`src/rtl/bus_pkg.sv`:
```
// bus_pkg
// Shared definitions for the master bus port: FSM state encoding, control
// frame constants and the frame-length helper.
package bus_pkg;

  typedef enum logic [2:0] {
    IDLE,
    CTRL,
    WRITE,
    READ,
    DONE
  } bus_state_t;

  // First bit of every control frame.
  localparam logic START_BIT = 1'b1;

  // Last bit of the control frame encodes the transfer direction.
  localparam logic RW_WRITE = 1'b1;
  localparam logic RW_READ  = 1'b0;

  // Control frame length: start bit, slave id, R/W bit.
  function automatic int frame_len(input int id_w);
    return 2 + id_w;
  endfunction

endpackage

```
`src/rtl/master_bus_port_if.sv`:
```
// master_bus_port_if
// Groups the command/response handshake and the serial slave-side bus of
// the master bus port.
//   master modport : the port itself (takes commands, drives the serial bus)
//   slave modport  : the local master logic plus the serial slave
// Signals:
//   cmd_valid/cmd_ready/cmd_slave_id/cmd_write/cmd_wdata : command request
//   rsp_valid/rsp_rdata/rsp_error                       : one-cycle response
//   control/wD/valid                                    : serial outputs
//   rD/ready                                            : serial inputs
interface master_bus_port_if #(
  parameter int SLAVES     = 4,
  parameter int DATA_WIDTH = 8
);
  localparam int ID_W = (SLAVES > 1) ? $clog2(SLAVES) : 1;

  logic                  cmd_valid;
  logic                  cmd_ready;
  logic [ID_W-1:0]       cmd_slave_id;
  logic                  cmd_write;
  logic [DATA_WIDTH-1:0] cmd_wdata;
  logic                  rsp_valid;
  logic [DATA_WIDTH-1:0] rsp_rdata;
  logic                  rsp_error;
  logic                  control;
  logic                  wD;
  logic                  valid;
  logic                  rD;
  logic                  ready;

  modport master (
    input  cmd_valid, cmd_slave_id, cmd_write, cmd_wdata, rD, ready,
    output cmd_ready, rsp_valid, rsp_rdata, rsp_error, control, wD, valid
  );

  modport slave (
    output cmd_valid, cmd_slave_id, cmd_write, cmd_wdata, rD, ready,
    input  cmd_ready, rsp_valid, rsp_rdata, rsp_error, control, wD, valid
  );

endinterface

```
`src/rtl/bus_shift_reg.sv`:
```
// bus_shift_reg
// WIDTH-bit shift register with parallel load. Shifting moves every bit one
// place towards the MSB and inserts shift_in at the LSB, so the MSB is the
// next serial output bit and serial input accumulates MSB first.
// Ports:
//   clk, rst  : clock, asynchronous active-high reset (clears contents)
//   load      : parallel load of load_data (has priority over shift_en)
//   shift_en  : shift one position
//   shift_in  : bit entering the LSB
//   q         : current contents
//   msb       : q[WIDTH-1]
module bus_shift_reg #(
  parameter int WIDTH = 8
) (
  input  logic             clk,
  input  logic             rst,
  input  logic             load,
  input  logic [WIDTH-1:0] load_data,
  input  logic             shift_en,
  input  logic             shift_in,
  output logic [WIDTH-1:0] q,
  output logic             msb
);

  always_ff @(posedge clk or posedge rst) begin
    if (rst) begin
      q <= '0;
    end else if (load) begin
      q <= load_data;
    end else if (shift_en) begin
      // Truncating cast drops the old MSB, which has already been sent.
      q <= WIDTH'({q, shift_in});
    end
  end

  assign msb = q[WIDTH-1];

endmodule

```
`src/rtl/master_bus_port.sv`:
```
// master_bus_port
// Master-side serial bus port. Accepts one command, serialises a control
// frame (start, slave id MSB first, R/W) on control, then shifts write data
// out on wD/valid or collects read data from rD/ready, and finishes with a
// one-cycle response. A TIMEOUT-cycle run without progress aborts with
// rsp_error; an out-of-range slave id errors without touching the bus.
// Ports:
//   clk  : clock
//   rst  : asynchronous active-high reset
//   bus  : master_bus_port_if.master (command, response and serial bus)
// All outputs are registered except cmd_ready, which is (state == IDLE).
module master_bus_port
  import bus_pkg::*;
#(
  parameter int SLAVES     = 4,
  parameter int DATA_WIDTH = 8,
  parameter int TIMEOUT    = 255
) (
  input  logic              clk,
  input  logic              rst,
  master_bus_port_if.master bus
);

  localparam int ID_W    = (SLAVES > 1) ? $clog2(SLAVES) : 1;
  localparam int FL      = frame_len(ID_W);
  localparam int CNT_MAX = (DATA_WIDTH > FL) ? DATA_WIDTH : FL;
  localparam int CNT_W   = $clog2(CNT_MAX + 1);
  localparam int TO_W    = $clog2(TIMEOUT + 1);

  localparam logic [CNT_W-1:0] FRAME_LAST = CNT_W'(FL - 1);
  localparam logic [CNT_W-1:0] DATA_LAST  = CNT_W'(DATA_WIDTH);
  localparam logic [TO_W-1:0]  TO_MAX     = TO_W'(TIMEOUT);
  localparam logic [ID_W:0]    ID_LIMIT   = (ID_W + 1)'(SLAVES);

  bus_state_t            state_q, state_d;
  logic [CNT_W-1:0]      bit_cnt_q, bit_cnt_d;
  logic [TO_W-1:0]       to_cnt_q, to_cnt_d;
  logic [ID_W:0]         frame_q, frame_d;
  logic                  write_q, write_d;
  logic                  control_q, control_d;
  logic                  wd_q, wd_d;
  logic                  valid_q, valid_d;
  logic                  rsp_valid_q, rsp_valid_d;
  logic                  rsp_error_q, rsp_error_d;
  logic [DATA_WIDTH-1:0] rsp_rdata_q, rsp_rdata_d;

  logic                  sr_load, sr_shift, sr_in, sr_msb;
  logic [DATA_WIDTH-1:0] sr_q;

  logic                  illegal_id;
  logic                  issue;
  logic [CNT_W-1:0]      sent_cnt;
  logic [TO_W-1:0]       wait_cnt;

  assign illegal_id = ({1'b0, bus.cmd_slave_id} >= ID_LIMIT);

  // One shift register serves both directions: loaded with the write word
  // on acceptance, or filled from rD during a read.
  bus_shift_reg #(.WIDTH(DATA_WIDTH)) u_shift (
    .clk       (clk),
    .rst       (rst),
    .load      (sr_load),
    .load_data (bus.cmd_wdata),
    .shift_en  (sr_shift),
    .shift_in  (sr_in),
    .q         (sr_q),
    .msb       (sr_msb)
  );

  // State and registered outputs; reset aborts any transfer immediately.
  always_ff @(posedge clk or posedge rst) begin
    if (rst) begin
      state_q     <= IDLE;
      bit_cnt_q   <= '0;
      to_cnt_q    <= '0;
      frame_q     <= '0;
      write_q     <= 1'b0;
      control_q   <= 1'b0;
      wd_q        <= 1'b0;
      valid_q     <= 1'b0;
      rsp_valid_q <= 1'b0;
      rsp_error_q <= 1'b0;
      rsp_rdata_q <= '0;
    end else begin
      state_q     <= state_d;
      bit_cnt_q   <= bit_cnt_d;
      to_cnt_q    <= to_cnt_d;
      frame_q     <= frame_d;
      write_q     <= write_d;
      control_q   <= control_d;
      wd_q        <= wd_d;
      valid_q     <= valid_d;
      rsp_valid_q <= rsp_valid_d;
      rsp_error_q <= rsp_error_d;
      rsp_rdata_q <= rsp_rdata_d;
    end
  end

  // Next state and next output values. Outputs are computed one cycle
  // ahead so that each registered output lines up with its state's cycle.
  always_comb begin
    state_d     = state_q;
    bit_cnt_d   = bit_cnt_q;
    to_cnt_d    = to_cnt_q;
    frame_d     = frame_q;
    write_d     = write_q;
    control_d   = 1'b0;
    wd_d        = 1'b0;
    valid_d     = 1'b0;
    rsp_valid_d = 1'b0;
    rsp_error_d = 1'b0;
    rsp_rdata_d = '0;
    sr_load     = 1'b0;
    sr_shift    = 1'b0;
    sr_in       = 1'b0;
    issue       = 1'b0;
    sent_cnt    = bit_cnt_q;
    wait_cnt    = to_cnt_q;

    unique case (state_q)
      IDLE: begin
        if (bus.cmd_valid) begin
          if (illegal_id) begin
            state_d     = DONE;
            rsp_valid_d = 1'b1;
            rsp_error_d = 1'b1;
          end else begin
            state_d   = CTRL;
            control_d = START_BIT;
            frame_d   = {bus.cmd_slave_id, bus.cmd_write};
            write_d   = bus.cmd_write;
            bit_cnt_d = '0;
            to_cnt_d  = '0;
            sr_load   = 1'b1;
          end
        end
      end

      CTRL: begin
        if (bit_cnt_q == FRAME_LAST) begin
          bit_cnt_d = '0;
          to_cnt_d  = '0;
          if (write_q == RW_WRITE) begin
            // The first data bit is decided in the last frame cycle so it
            // appears right after the frame.
            state_d  = WRITE;
            issue    = 1'b1;
            sent_cnt = '0;
            wait_cnt = '0;
          end else begin
            state_d = READ;
          end
        end else begin
          control_d = frame_q[ID_W];
          frame_d   = frame_q << 1;
          bit_cnt_d = bit_cnt_q + CNT_W'(1);
        end
      end

      WRITE: begin
        issue = 1'b1;
      end

      READ: begin
        if (!bus.ready) begin
          sr_shift  = 1'b1;
          sr_in     = bus.rD;
          to_cnt_d  = '0;
          bit_cnt_d = bit_cnt_q + CNT_W'(1);
          if (bit_cnt_q + CNT_W'(1) == DATA_LAST) begin
            state_d     = DONE;
            rsp_valid_d = 1'b1;
            rsp_rdata_d = DATA_WIDTH'({sr_q, bus.rD});
          end
        end else begin
          to_cnt_d = to_cnt_q + TO_W'(1);
          if (to_cnt_q + TO_W'(1) == TO_MAX) begin
            state_d     = DONE;
            rsp_valid_d = 1'b1;
            rsp_error_d = 1'b1;
          end
        end
      end

      DONE: begin
        state_d   = IDLE;
        bit_cnt_d = '0;
        to_cnt_d  = '0;
      end

      default: begin
        state_d = IDLE;
      end
    endcase

    // Write-bit issue: ready in this cycle decides whether the next cycle
    // carries a valid bit; during a stall wD keeps the last bit shown.
    if (issue) begin
      if (sent_cnt == DATA_LAST) begin
        state_d     = DONE;
        rsp_valid_d = 1'b1;
      end else if (bus.ready) begin
        valid_d   = 1'b1;
        wd_d      = sr_msb;
        sr_shift  = 1'b1;
        bit_cnt_d = sent_cnt + CNT_W'(1);
        to_cnt_d  = '0;
      end else begin
        wd_d     = wd_q;
        to_cnt_d = wait_cnt + TO_W'(1);
        if (wait_cnt + TO_W'(1) == TO_MAX) begin
          state_d     = DONE;
          rsp_valid_d = 1'b1;
          rsp_error_d = 1'b1;
        end
      end
    end
  end

  assign bus.cmd_ready = (state_q == IDLE);
  assign bus.control   = control_q;
  assign bus.wD        = wd_q;
  assign bus.valid     = valid_q;
  assign bus.rsp_valid = rsp_valid_q;
  assign bus.rsp_error = rsp_error_q;
  assign bus.rsp_rdata = rsp_rdata_q;

endmodule

```
`src/flat_wrapper.sv`:
```
// flat-port wrapper written by rule: the top's interface ports become plain ports
module master_bus_port_flat import bus_pkg::*;
#(
  parameter int SLAVES     = 4,
  parameter int DATA_WIDTH = 8,
  parameter int TIMEOUT    = 255
)
  (clk, rst, bus_cmd_valid, bus_cmd_slave_id, bus_cmd_write, bus_cmd_wdata, bus_rD, bus_ready, bus_cmd_ready, bus_rsp_valid, bus_rsp_rdata, bus_rsp_error, bus_control, bus_wD, bus_valid);
  master_bus_port_if #(.SLAVES(SLAVES), .DATA_WIDTH(DATA_WIDTH)) bus_i ();
  input  logic clk;
  input  logic rst;
  input wire logic [$bits(bus_i.cmd_valid)-1:0] bus_cmd_valid;
  input wire logic [$bits(bus_i.cmd_slave_id)-1:0] bus_cmd_slave_id;
  input wire logic [$bits(bus_i.cmd_write)-1:0] bus_cmd_write;
  input wire logic [$bits(bus_i.cmd_wdata)-1:0] bus_cmd_wdata;
  input wire logic [$bits(bus_i.rD)-1:0] bus_rD;
  input wire logic [$bits(bus_i.ready)-1:0] bus_ready;
  output wire logic [$bits(bus_i.cmd_ready)-1:0] bus_cmd_ready;
  output wire logic [$bits(bus_i.rsp_valid)-1:0] bus_rsp_valid;
  output wire logic [$bits(bus_i.rsp_rdata)-1:0] bus_rsp_rdata;
  output wire logic [$bits(bus_i.rsp_error)-1:0] bus_rsp_error;
  output wire logic [$bits(bus_i.control)-1:0] bus_control;
  output wire logic [$bits(bus_i.wD)-1:0] bus_wD;
  output wire logic [$bits(bus_i.valid)-1:0] bus_valid;
  assign bus_i.cmd_valid = bus_cmd_valid;
  assign bus_i.cmd_slave_id = bus_cmd_slave_id;
  assign bus_i.cmd_write = bus_cmd_write;
  assign bus_i.cmd_wdata = bus_cmd_wdata;
  assign bus_i.rD = bus_rD;
  assign bus_i.ready = bus_ready;
  assign bus_cmd_ready = bus_i.cmd_ready;
  assign bus_rsp_valid = bus_i.rsp_valid;
  assign bus_rsp_rdata = bus_i.rsp_rdata;
  assign bus_rsp_error = bus_i.rsp_error;
  assign bus_control = bus_i.control;
  assign bus_wD = bus_i.wD;
  assign bus_valid = bus_i.valid;
  master_bus_port #(.SLAVES(SLAVES), .DATA_WIDTH(DATA_WIDTH), .TIMEOUT(TIMEOUT)) u_core (.clk(clk), .rst(rst), .bus(bus_i));
endmodule
```
`config.mk`:
```
export PLATFORM = sky130hd
export DESIGN_NAME = master_bus_port_flat
export DESIGN_NICKNAME = d
export VERILOG_FILES = /design/src/rtl/bus_pkg.sv /design/src/rtl/master_bus_port_if.sv /design/src/rtl/bus_shift_reg.sv /design/src/rtl/master_bus_port.sv /design/src/flat_wrapper.sv
export SDC_FILE = /design/constraint.sdc
export NUM_CORES = 1
export LEC_CHECK = 0
export CAP_MARGIN = 20
export CORE_MARGIN = 3
export CORE_UTILIZATION = 55
export CTS_CLUSTER_DIAMETER = 120
export CTS_CLUSTER_SIZE = 16
export DETAILED_ROUTE_END_ITERATION = 8
export GPL_TIMING_DRIVEN = 0
export PLACE_DENSITY = 0.79
export SETUP_SLACK_MARGIN = 0.15
export SYNTH_ARGS = -nofsm -noshare
export SYNTH_HDL_FRONTEND = slang
export SYNTH_HIERARCHICAL = 1
export SYNTH_SLANG_ARGS = --single-unit
```
`constraint.sdc`:
```
create_clock -name clk -period 5.7 [get_ports clk]
set_input_delay 1.14 -clock clk [delete_from_list [all_inputs] [get_ports clk]]
set_output_delay 1.14 -clock clk [all_outputs]
set_load 0.02 [all_outputs]
```
Word level (Yosys, flattened, before mapping)
Cells that the tools add are included.

Register bits after elaboration: 40. Output and inout bits: 14. Bits of input ports: 16.

Eq/ne operators: 12. $add $sub $neg: 4. Reduce and logical (&&, ||, !) cells: 5. Mux-type cells: 73.

Operator list (count): $mux W8 (14); $mux W4 (9); $mux W1 (33); $mux W3 (11); $pmux W8 S4 (1); $add A8 B1 Y8 const B (2); $eq A8 B8 Y1 const B (2); $pmux W4 S4 (1); $pmux W3 S4 (1); $add A4 B1 Y4 const B (2); $eq A4 B4 Y1 const B (2); $eq A3 B2 Y1 const B (2); $pmux W3 S2 (1); $eq A4 B2 Y1 const B (1); $ne A2 B2 Y1 const B (2); $pmux W1 S2 (2); $reduce_bool A2 Y1 (2); $eq A3 B1 Y1 const B (1); $eq A3 B3 Y1 const B (1); $logic_not A3 Y1 (1); $ne A3 B3 Y1 const B (1); $reduce_and A3 Y1 (1); $reduce_and A2 Y1 (1).

Longest topological paths before layout
Word-level depth: 9. Mapped depth: 11.

By module
The synthesis kept the hierarchy.

Modules (own cells, without submodules): master_bus_port (times used 1, area each 1979.4 um^2, sequential area each 800.8 um^2, cells an instance 214); bus_shift_reg (times used 1, area each 384.1 um^2, sequential area each 200.2 um^2, cells an instance 36).

Worst setup path before layout
Ideal clock, no wire load.

Path kind: register to register. From: register u_core.bit_cnt_q[0]. To: register u_core.state_q[1]. Setup slack: 3.066 ns. Buffers on the path: 0. Stages on the path, launching flop included: 11. Arrival: 2.511 ns. Clock period less this slack: 2.634 ns. Data required time: 5.577 ns. Library setup time: 0.123 ns. Cells stage by stage: dfrtp_1 ha_1 nor4bb_1 nand2_1 and2_1 ha_1 xor2_1 nand2_1 a2111oi_4 a21boi_2 o221a_1.

Word-level cells in the longest chain between the ends: 9. Elaborated cells on any way between the ends: 21.

Ends and longest elaborated chain: from (decl) (RTL line master_bus_port.sv:36) `logic [CNT_W-1:0] bit_cnt_q, bit_cnt_d;`; from (signal assigned) (RTL line master_bus_port.sv:86) `bit_cnt_q <= bit_cnt_d;`; $eq A4 B2 Y1 or $add A4 B1 Y4 (tied branches) (RTL line master_bus_port.sv:140, master_bus_port.sv:170); $mux W8 or $eq A4 B4 Y1 (tied branches) (RTL line master_bus_port.sv:140, master_bus_port.sv:170); $mux W8 or $mux W3 (tied branches) (RTL line master_bus_port.sv:120, master_bus_port.sv:170); $add A8 B1 Y8 or $mux W3 (tied branches) (RTL line master_bus_port.sv:211, master_bus_port.sv:165); $eq A8 B8 Y1 or $pmux W3 S4 (tied branches) (RTL line master_bus_port.sv:211, master_bus_port.sv:120); $mux W3 (RTL line master_bus_port.sv:211) `if (wait_cnt + TO_W'(1) == TO_MAX) begin`; $mux W3 (RTL line master_bus_port.sv:202) `end else if (bus.ready) begin`; $mux W3 (RTL line master_bus_port.sv:199) `if (sent_cnt == DATA_LAST) begin`; $mux W3 * (RTL line master_bus_port.sv:198) `if (issue) begin`; named net u_core.state_d[1] (RTL line master_bus_port.sv:35) `bus_state_t state_q, state_d;`; to (signal assigned) (RTL line master_bus_port.sv:85) `state_q <= state_d;`; to (decl) (RTL line master_bus_port.sv:35).

The timed path passes the listed nets; every way through them passes the cells marked *. A chain may end at the register's enable or synchronous reset.

Final worst setup path
Same ends and word-level chain as after synthesis.

==> impl_metrics.tcl <==
set metrics [dict create \
    cts_buffers 5 \
    setup_viol 0 \
    grt_pass1_vias 1851 \
    worstMarginPinSlew_ns 0.656 \
    finalPower_uw 1300 \
    critPathKind "reg2reg" \
    cts_root_buf "clkbuf_8" \
    powerDensity_nw_per_um2 456 \
    multi_input_area_sq_um 1240 \
    nNetsFinal 309 \
    gp_congestion 0.908 \
    start_util_pct 58.1 \
    cts_resized 0 \
    grt_max_degree 20 \
    ios 30 \
    nFillCells 307 \
    syn_to_final_growth_pct 20.9 \
    grt_use_total_pct 21.6 \
    ff_latch_area_sq_um 1000 \
    finalCritPeriodShare_pct 53.4 \
    cp-end-kind "flop" \
    status "complete, no violations" \
    hold_class "reg2reg" \
    yosysWarnings 6 \
    rsz0062_at_grt "false" \
    drt_iter0_drc 163 \
    viasPerCell 5.82 \
    arrival_ns 3.24 \
    cts-htree-levels 2 \
    vias 1957 \
    grt_pass1_wl_mm 8.69 \
    clkTransAtPathRegs_ns 0.08 \
    drive_above_1_share_pct 9.79 \
    wl_mm 5.14 \
    diodes 0 \
    ant_nets 0 \
    synth_nets 273 \
    leakage_uw 0.00130 \
    setup_slack_ns 2.66 \
    avgRoutedWirePerCell_um 15.3 \
    fp.dieW_um 71.5 \
    peakVddDrop_v 0.000291 \
    clock_skew_ns 0.0103 \
    synth.avg_cell_area_sq_um 9.46 \
    tritoncts "built" \
    cts_setup_buffers 0 \
    drv_slew 0 \
    period_needed_ns 3.04 \
    maxCapViolCount 0 \
    cp-start-kind "flop" \
    overflow 0 \
    die_height_um 71.5 \
    synth_area_sq_um 2360 \
    port_buffers 28 \
    num_rows 23 \
    hold_viol_final 0 \
    drc 0 \
    die_area_sq_um 5110 \
    path_max_fanout 7 \
    antenna_found_initial 0 \
    slowest_delay_ns 0.54 \
    crit_buf_inv 0 \
    fin_util_pct 70.2 \
    synthCells 249 \
    crit_slowest_cell "nor4bb_1" \
    core-area_sq_um 4060 \
    rrSetupSlack_ns 2.66 \
    fin_setup_tns_ns 0 \
    path_cells "ha_1 -> nor4bb_1 -> nand2_1 -> and2_1 -> ha_1 -> xor2_1 -> nand2_1 -> a2111oi_4 -> a21boi_2 -> o221a_1" \
    ctsLongestPathBuffers 2 \
    cts.sinks 40 \
    fmax_mhz 329 \
    drtPass1Iterations 4 \
    ctsHoldBuffers 0 \
    clk_latency_ns 0.30 \
    relSlewSlack_pct 56.3 \
    place_ws_ns 2.68 \
    dpl.hpwl_mm 3.80 \
    required_ns 5.90 \
    crit_family "simple AND/OR/NAND/NOR gates" \
]
==> power by group <==
group	switching (uW)	internal, uW	leakage [uW]	total (uW)
sequential	78.2	366	0.000526	444
combinational	345	261	0.000711	606
clock	106	143	0.0000614	249
==> registers in the layout, indices dropped and copies added (netlist names) <==
signal,cells
u_core/state_q,3
u_core/bus.control,1
u_core/bus.rsp_valid,1
u_core/bus.rsp_error,1
u_core/u_shift/q,8
u_core/bus.rsp_rdata,8
u_core/frame_q,3
u_core/bit_cnt_q,4
u_core/bus.wD,1
u_core/bus.valid,1
u_core/to_cnt_q,8
u_core/write_q,1
==> metal layers <==
metal  vias to the layer above  share of wire, %  routed length [um]  global-route usage (%)
met3                         6               4.4                 226                    5.05
met5                         -                 0                   0                       0
met2                        49                50                2570                    36.5
li1                        959                 -                   -                       -
met1                       943                44                2280                    27.6
met4                         0               1.3                  65                    6.68
==> stage by stage <==
step / std cells / cell area (sq um) / hold slack, ns
5_1_grt: 336 / 2850 / 0.518
3_5_place_dp: 328 / 2730 / 0.468
6_report: 336 / 2850 / 0.485
3_3_place_gp: 327 / 2700 / 0.465
2_1_floorplan: 249 / 2360 / 0.449
4_1_cts: 336 / 2850 / 0.489
==> worst paths after layout <==
check,cells past startpoint,endpoint,from
max,10,u_core/state_q[1],u_core/bit_cnt_q[0]
min,1,u_core/bus.control,u_core/frame_q[2]
max reg2reg,10,u_core/state_q[1],u_core/bit_cnt_q[0]
min in group asynchronous,2,u_core/u_shift/q[7],rst
min reg2reg,1,u_core/bus.control,u_core/frame_q[2]
max in group asynchronous,3,u_core/to_cnt_q[0],rst
==> final cells by class <==
| type | count | area share, % |
|---|---|---|
| plain buffers | 12 | 2.68 |
| clock buffers | 6 | 2.90 |
| clock inverters | 2 | 1.36 |
| inverters | 11 | 1.45 |
| multi-input cells | 186 | 43.5 |
| flip-flops and latches | 40 | 35.1 |
| well taps | 50 | 2.20 |
| repair buffers | 29 | 10.8 |
==> layout by cell type (no fill, tap or decap), types with 3 or more instances in the layout <==
| cell type | instances |
|---|---|
| a21oi_1 | 11 |
| a22o_1 | 3 |
| and2_1 | 12 |
| and3b_1 | 3 |
| clkbuf_1 | 7 |
| clkbuf_8 | 6 |
| clkdlybuf4s50_1 | 28 |
| dfrtp_1 | 40 |
| ha_1 | 8 |
| inv_1 | 10 |
| mux2i_1 | 11 |
| nand2_1 | 30 |
| nand2b_1 | 3 |
| nand3_1 | 7 |
| nor2_1 | 16 |
| nor3_1 | 3 |
| nor3b_1 | 3 |
| o21ai_0 | 13 |
| o21ai_1 | 8 |
| o221ai_1 | 3 |
| o22ai_1 | 5 |
| xor2_1 | 3 |
(Power assumes the default switching activity.)
